## src/rtl/lfsr_pkg.sv

```systemverilog
// Shared definitions for the LFSR sequence generator: FSM encoding and mode constants.
package lfsr_pkg;

  typedef enum logic [1:0] {
    ST_IDLE,
    ST_LOAD,
    ST_RUN,
    ST_DONE
  } state_t;

  localparam logic MODE_FIB = 1'b0;
  localparam logic MODE_GAL = 1'b1;

endpackage

```

## src/rtl/lfsr_step.sv

```systemverilog
// One combinational LFSR shift, Fibonacci or Galois form selected by mode.
module lfsr_step
  import lfsr_pkg::*;
#(
  parameter int WIDTH = 16
) (
  input  logic             mode,
  input  logic [WIDTH-1:0] taps,
  input  logic [WIDTH-1:0] cur,
  output logic [WIDTH-1:0] nxt
);

  always_comb begin
    nxt = cur;
    if (mode == MODE_GAL) nxt = (cur >> 1) ^ (cur[0] ? taps : '0);
    else                  nxt = {cur[WIDTH-2:0], ^(cur & taps)};
  end

endmodule

```

## src/rtl/lfsr_seq_gen.sv

```systemverilog
// LFSR sequence generator: runs a latched number of shifts from a seed and
// reports each new state, completion and error (zero taps or abort).
module lfsr_seq_gen
  import lfsr_pkg::*;
#(
  parameter int WIDTH = 16,
  parameter int CNT_W = 16
) (
  input  logic             wb_clk_i,
  input  logic             wb_rst_i,
  input  logic             start,
  input  logic             mode,
  input  logic [WIDTH-1:0] taps,
  input  logic [WIDTH-1:0] seed,
  input  logic [CNT_W-1:0] steps,
  input  logic             abort,
  output logic [WIDTH-1:0] num,
  output logic             num_valid,
  output logic             busy,
  output logic             done,
  output logic             err
);

  state_t           state;
  logic             mode_q;
  logic [WIDTH-1:0] taps_q;
  logic [WIDTH-1:0] seed_q;
  logic [CNT_W-1:0] steps_q;
  logic [CNT_W-1:0] cnt;
  logic [CNT_W-1:0] cnt_nxt;
  logic [WIDTH-1:0] num_nxt;

  assign cnt_nxt = cnt + CNT_W'(1);

  lfsr_step #(.WIDTH(WIDTH)) u_step (
    .mode (mode_q),
    .taps (taps_q),
    .cur  (num),
    .nxt  (num_nxt)
  );

  always_ff @(posedge wb_clk_i) begin
    if (wb_rst_i) begin
      state     <= ST_IDLE;
      num       <= WIDTH'(1);
      cnt       <= '0;
      busy      <= 1'b0;
      done      <= 1'b0;
      num_valid <= 1'b0;
      err       <= 1'b0;
      mode_q    <= MODE_FIB;
      taps_q    <= '0;
      seed_q    <= '0;
      steps_q   <= '0;
    end else begin
      done      <= 1'b0;
      num_valid <= 1'b0;
      case (state)
        ST_IDLE: if (start) begin
          mode_q  <= mode;
          taps_q  <= taps;
          seed_q  <= seed;
          steps_q <= steps;
          err     <= 1'b0;
          busy    <= 1'b1;
          state   <= ST_LOAD;
        end
        ST_LOAD: if (abort) begin
          // abort leaves num untouched, even before the seed is applied
          state <= ST_DONE;
          busy  <= 1'b0;
          done  <= 1'b1;
          err   <= 1'b1;
        end else begin
          num <= (seed_q == '0) ? WIDTH'(1) : seed_q;
          cnt <= '0;
          err <= 1'b0;
          if (taps_q == '0) begin
            state <= ST_DONE;
            busy  <= 1'b0;
            done  <= 1'b1;
            err   <= 1'b1;
          end else if (steps_q == '0) begin
            state <= ST_DONE;
            busy  <= 1'b0;
            done  <= 1'b1;
          end else begin
            state <= ST_RUN;
          end
        end
        ST_RUN: if (abort) begin
          state <= ST_DONE;
          busy  <= 1'b0;
          done  <= 1'b1;
          err   <= 1'b1;
        end else begin
          num       <= num_nxt;
          cnt       <= cnt_nxt;
          num_valid <= 1'b1;
          // cnt < steps_q here, so cnt_nxt never wraps even at the max count
          if (cnt_nxt == steps_q) begin
            state <= ST_DONE;
            busy  <= 1'b0;
            done  <= 1'b1;
          end
        end
        ST_DONE: state <= ST_IDLE;
        default: state <= ST_IDLE;
      endcase
    end
  end

endmodule

```

## config.mk

```make
export PLATFORM = sky130hd
export DESIGN_NAME = lfsr_seq_gen
export DESIGN_NICKNAME = d
export VERILOG_FILES = /design/src/rtl/lfsr_pkg.sv /design/src/rtl/lfsr_step.sv /design/src/rtl/lfsr_seq_gen.sv
export SDC_FILE = /design/constraint.sdc
export NUM_CORES = 1
export LEC_CHECK = 0
export ABC_AREA = 1
export CAP_MARGIN = 5
export CORE_ASPECT_RATIO = 0.75
export CORE_MARGIN = 2
export CORE_UTILIZATION = 40
export CTS_BUF_LIST = sky130_fd_sc_hd__clkbuf_16
export CTS_CLUSTER_DIAMETER = 100
export DETAILED_ROUTE_END_ITERATION = 6
export PLACE_DENSITY = 0.64
export SKIP_CTS_REPAIR_TIMING = 1
export SLEW_MARGIN = 10
export SYNTH_ARGS = -nofsm -noshare
export SYNTH_HDL_FRONTEND = slang
export SYNTH_SLANG_ARGS = --single-unit
```

## constraint.sdc

```tcl
create_clock -name wb_clk_i -period 2.47 [get_ports wb_clk_i]
set_clock_uncertainty 0.2 [all_clocks]
set_input_delay 0.3705 -clock wb_clk_i [delete_from_list [all_inputs] [get_ports wb_clk_i]]
set_output_delay 0.3705 -clock wb_clk_i [all_outputs]
set_load 0.005 [all_outputs]
```

Word-level counts from Yosys, hierarchy flattened
Cells that the tools add are included.
Operators by class
  add/subtract/negate cells: 1
  multiply operators: 0
  divide/modulo/power cells: 0
  $lt $le $gt $ge: 0
  equal/unequal tests: 10
  shift operators: 0
  muxes and demuxes: 35
  bitwise operators: 3
  reduce and logical (&&, ||, !) cells: 13
Operators with widths (number)
  $mux 16: 7
  $pmux 16 s2: 2
  $logic_not 16->1: 3
  $mux 1: 19
  $add 16x1->16 const B: 1
  $and 16x16->16: 1
  $eq 16x16->1: 1
  $reduce_xor 16->1: 1
  $xor 15x16->16: 1
  $ne 2x2->1 const B: 4
  $pmux 2 s4: 1
  $mux 2: 3
  $pmux 1 s3: 2
  $reduce_and 3->1: 2
  $eq 2x2->1 const B: 2
  $ne 4x4->1 const B: 1
  $reduce_and 2->1: 2
  $reduce_and 4->1: 1
  $ne 3x3->1 const B: 1
  $reduce_bool 3->1: 1
  $eq 2x1->1 const B: 1
  $logic_not 2->1: 1
  $pmux 1 s2: 1
  $reduce_bool 2->1: 1
  other kinds (2): 2
Storage, ports and cells
  register bits: 87
  bits in latches: 0
  bits in writable memories: 0
  bits in read-only memories: 0
  word-level logic and storage cells: 73
  memories: 0

Depth between registers and ports, before layout
  word-level depth: 5
  depth in mapped cells: 17

Cells and area by module
From an unflattened synthesis, not the netlist that was laid out.
Second synthesis, totals
  cells, all modules: 767
  area total of the unflattened synthesis: 4892.2 µm²
Modules (own cells, without submodules)
  lfsr_seq_gen: times used 1, cells each 580, area each 4060.1 µm², sequential area each 1741.7 µm²
  lfsr_step: times used 1, cells each 187, area each 832.0 µm², sequential area each 0.0 µm²

Worst setup path before layout
OpenSTA, ideal clock, no wires.
  path type: reg2reg
  from: register cnt[0]
  to: register state[0]
  arrival: 1.742 ns
  data required time: 2.142 ns
  path slack: 0.400 ns
  stages on the path, launching flop included: 17
  path buffers: 0
  period minus slack after synthesis: 2.070 ns
  path through: dfxtp_1 -> ha_1 -> nand2_1 -> nor2_1 -> nand2_1 -> nor2_1 -> nand2_1 -> nand2_1 -> nand2_1 -> nand2_1 -> nand3_1 -> nor2_1 -> nand2_1 -> nand3_2 -> nand2_1 -> nand2_1 -> a21oi_1
On the way
  word-level cells in the longest chain between the ends: 4
Ends and longest elaborated chain
  start: declaration: RTL line lfsr_seq_gen.sv:29  | logic [CNT_W-1:0] cnt;
  start signal: assignment: RTL line lfsr_seq_gen.sv:98  | cnt <= cnt_nxt;
  $add 16x1->16: RTL line lfsr_seq_gen.sv:33  | assign cnt_nxt = cnt + CNT_W'(1);
  $eq 16x16->1: RTL line lfsr_seq_gen.sv:101  | if (cnt_nxt == steps_q) begin
  $ne 3x3->1 (no line)
  $reduce_and 2->1 (no line)
  end signal: assignment: RTL line lfsr_seq_gen.sv:102  | state <= ST_DONE;
  end signal: assignment: RTL line lfsr_seq_gen.sv:107  | ST_DONE: state <= ST_IDLE;
  end signal: assignment: RTL line lfsr_seq_gen.sv:108  | default: state <= ST_IDLE;
  end: declaration: RTL line lfsr_seq_gen.sv:24  | state_t state;
Every way passes these cells.
A chain may end at the register's enable or synchronous reset.

Worst setup path in the final report
  from: register cnt[7]
  to: register state[0]
The elaborated chain is that of the path after synthesis.

==> flow_metrics.py <==
metrics = {
    "global_routing": {
        "track_usage_pct": 21.9,
        "antenna_found_initial": 0,
        "grt_pass1_vias": 4212,
        "grt_max_degree": 41,
        "overflow": 0,
        "grt_pass1_wl_mm": 21.6,
    },
    "logic_synthesis": {
        "ys_seq_area_share_pct": 37.5,
        "ys.flop_type": "dfxtp_1",
        "yosysWarnings": 0,
        "synth.avg_cell_area_um2": 6.75,
        "synth_cells": 687,
        "async_flop_share_pct": 0,
        "ys_types": 32,
        "synthesis.nets": 746,
        "syn_area_um2": 4640,
        "synth_top_cell_by_area": "dfxtp_1",
        "ys_top_cells_by_area": "dfxtp_1, nand2_1, nor2_1",
        "ys_ff_latch": 87,
        "yosysTopAreaCellShare_pct": 37.5,
        "synth_edf_count": 0,
    },
    "worst_setup_path": {
        "cp_cell_sequence": "nand2_1, nor2_2, nand2_2, nor2_2, nand2_1, nand2_1, nand2_1, nand2_1, nand3_1, nor2_2, nand2_1, nand3_2, nand2_1, nand2_1, a21oi_1",
        "max_stage_delay_ns": 0.46,
        "arrival_ns": 2.28,
        "crit_family": "simple AND/OR/NAND/NOR gates",
        "critPathMaxFanout": 5,
        "cp.required_ns": 2.50,
        "cp.buffers_inverters": 0,
        "start_kind": "register",
        "cp_common_cell": "nand2_1",
        "cp_slowest_cell": "dfxtp_1",
        "worstSetupPathType": "reg2reg",
        "crit_path_end_kind": "register",
    },
    "clocking": {
        "clkLatencyLatePin_ns": 0.34,
        "cts-root-buf": "clkbuf_16",
        "cts_buffers": 9,
        "clk_pin_slew_ns": 0.06,
        "clock_path_buffers": 2,
        "clock_sinks": 87,
        "cts_htree_levels": 3,
        "cts_tree": "built",
    },
    "timing": {
        "setup_viol": 0,
        "max_freq_ghz": 0.443,
        "finalSetupTns_ns": 0,
        "final-max-slew-violation-count": 0,
        "tightest_slew_ns": 0.772,
        "max-slew-margin-rel_pct": 48.5,
        "fin_crit_ns": 2.26,
        "fin_crit_sh_pct": 91.5,
        "final-hold-violation-count": 0,
        "timing.hold.ws_ns": 0.292,
        "fin_ws_ns": 0.211,
    },
    "floorplan": {
        "fp-row-count": 34,
        "die_w_um": 128,
        "coreArea_um2": 11400,
        "dieArea_um2": 12500,
        "start_util_pct": 40.5,
        "ios": 73,
        "fp.dieH_um": 97.3,
    },
    "route": {
        "wl_per_cell_um": 14.9,
        "ant_nets": 0,
        "vias": 4758,
        "drt_wl_total_mm": 13.5,
        "post-route-drc-count": 0,
        "vias_per_cell": 5.25,
        "drt_iter0_drc": 453,
        "first_pass_iters": 5,
    },
    "cells_and_area": {
        "nets": 816,
        "seq_area_um2": 1750,
        "antenna_cells": 0,
        "multiInputGateArea_um2": 2620,
        "final_cell_mix": "nand2_1, nor2_1, dfxtp_1",
        "final_core_util_pct": 51.5,
        "layout_commonest_cell": "nand2_1",
        "final_layout_size_suffix_gt1_share_pct": 7.74,
        "area_growth_pct": 27.1,
        "fillers": 1091,
    },
    "flow_run": {
        "max-cap-violations": 0,
    },
    "place": {
        "dp_hpwl_mm": 9.85,
        "dp_slack_ns": 0.0653,
        "io_buffers": 72,
        "place_congestion": 0.955,
    },
    "status": {
        "run_status": "completed",
    },
    "pwr": {
        "ir_worst_vdd_v": 0.000423,
        "p_leak_nw": 2.23,
        "powerDensity_nw_per_um2": 965,
        "finalPower_mw": 5.69,
    },
    "worst_hold_path": {
        "min_path_type": "reg2reg",
    },
}
## through the flow
stage / cell area [um2] / std cells
detailed placement: 5560 / 890
finish: 5900 / 906
global route: 5900 / 906
floorplan: 4640 / 687
global placement: 5560 / 890
CTS: 5830 / 906
## sequential cells by signal (all words and copies together) (netlist names)
| signal | count |
|---|---|
| state | 2 |
| num | 16 |
| mode_q | 1 |
| num_valid | 1 |
| steps_q | 16 |
| cnt | 16 |
| done | 1 |
| err | 1 |
| busy | 1 |
| seed_q | 16 |
| taps_q | 16 |
## routing by layer
layer	wire length, um	track usage [%]
met1	6800	33.9
met2	5550	30.4
met3	989	4.13
met4	187	6.68
met5	0	0
## worst paths after layout
check	from	to	slack, ns	depth (start not counted)
min reg2reg	err$_SDFFE_PP0P_	err$_SDFFE_PP0P_	0.29	2
max	cnt[7]$_SDFFE_PP0P_	state[0]$_SDFFE_PP0P_	0.21	15
min	err$_SDFFE_PP0P_	err$_SDFFE_PP0P_	0.29	2
max reg2reg	cnt[7]$_SDFFE_PP0P_	state[0]$_SDFFE_PP0P_	0.21	15
## worst register-to-register path: cells and delay by family, from the launching register on
kind | cells | cell delay, ns
simple gates | 14 | 1.43
compound gates | 1 | 0.06
flops | 1 | 0.46
## power by group
group	switching (mW)	internal, mW
Combinational	1.30	0.980
Sequential	0.386	1.78
Clock	0.569	0.673
Total	2.26	3.43
## layout make-up
| class | instances | area share (%) |
|---|---|---|
| clock buffers | 9 | 3.82 |
| clock inverters | 7 | 0.658 |
| inverters | 56 | 3.57 |
| multi-input cells | 512 | 44.4 |
| flip-flops and latches | 87 | 29.6 |
| well taps | 144 | 3.06 |
| repair buffers | 91 | 14.9 |
## cells by family after synthesis
logic type	share of synthesized area, %
AND/OR/NAND/NOR	29.1
AO/OA/AOI/OAI	18.3
buffers and inverters	7.42
flip-flops	37.5
XOR/XNOR	6.04
adder cells (fa/ha/maj)	1.62
## synth_stat cells (2+ instances only)
master / count
dfxtp_1: 87
o21ai_2: 2
clkbuf_1: 27
ha_1: 6
xnor2_1: 13
clkinv_1: 3
nor4_1: 9
a221oi_1: 13
nand3b_1: 5
nor3_1: 3
xor2_1: 19
nand4_1: 9
nor2_1: 110
nand2_1: 139
a21oi_1: 60
o21bai_2: 2
inv_1: 53
nand3_1: 41
buf_1: 2
o21ai_0: 70
or2_2: 2
nor2_2: 2
Power figures use the tool's default switching activity.
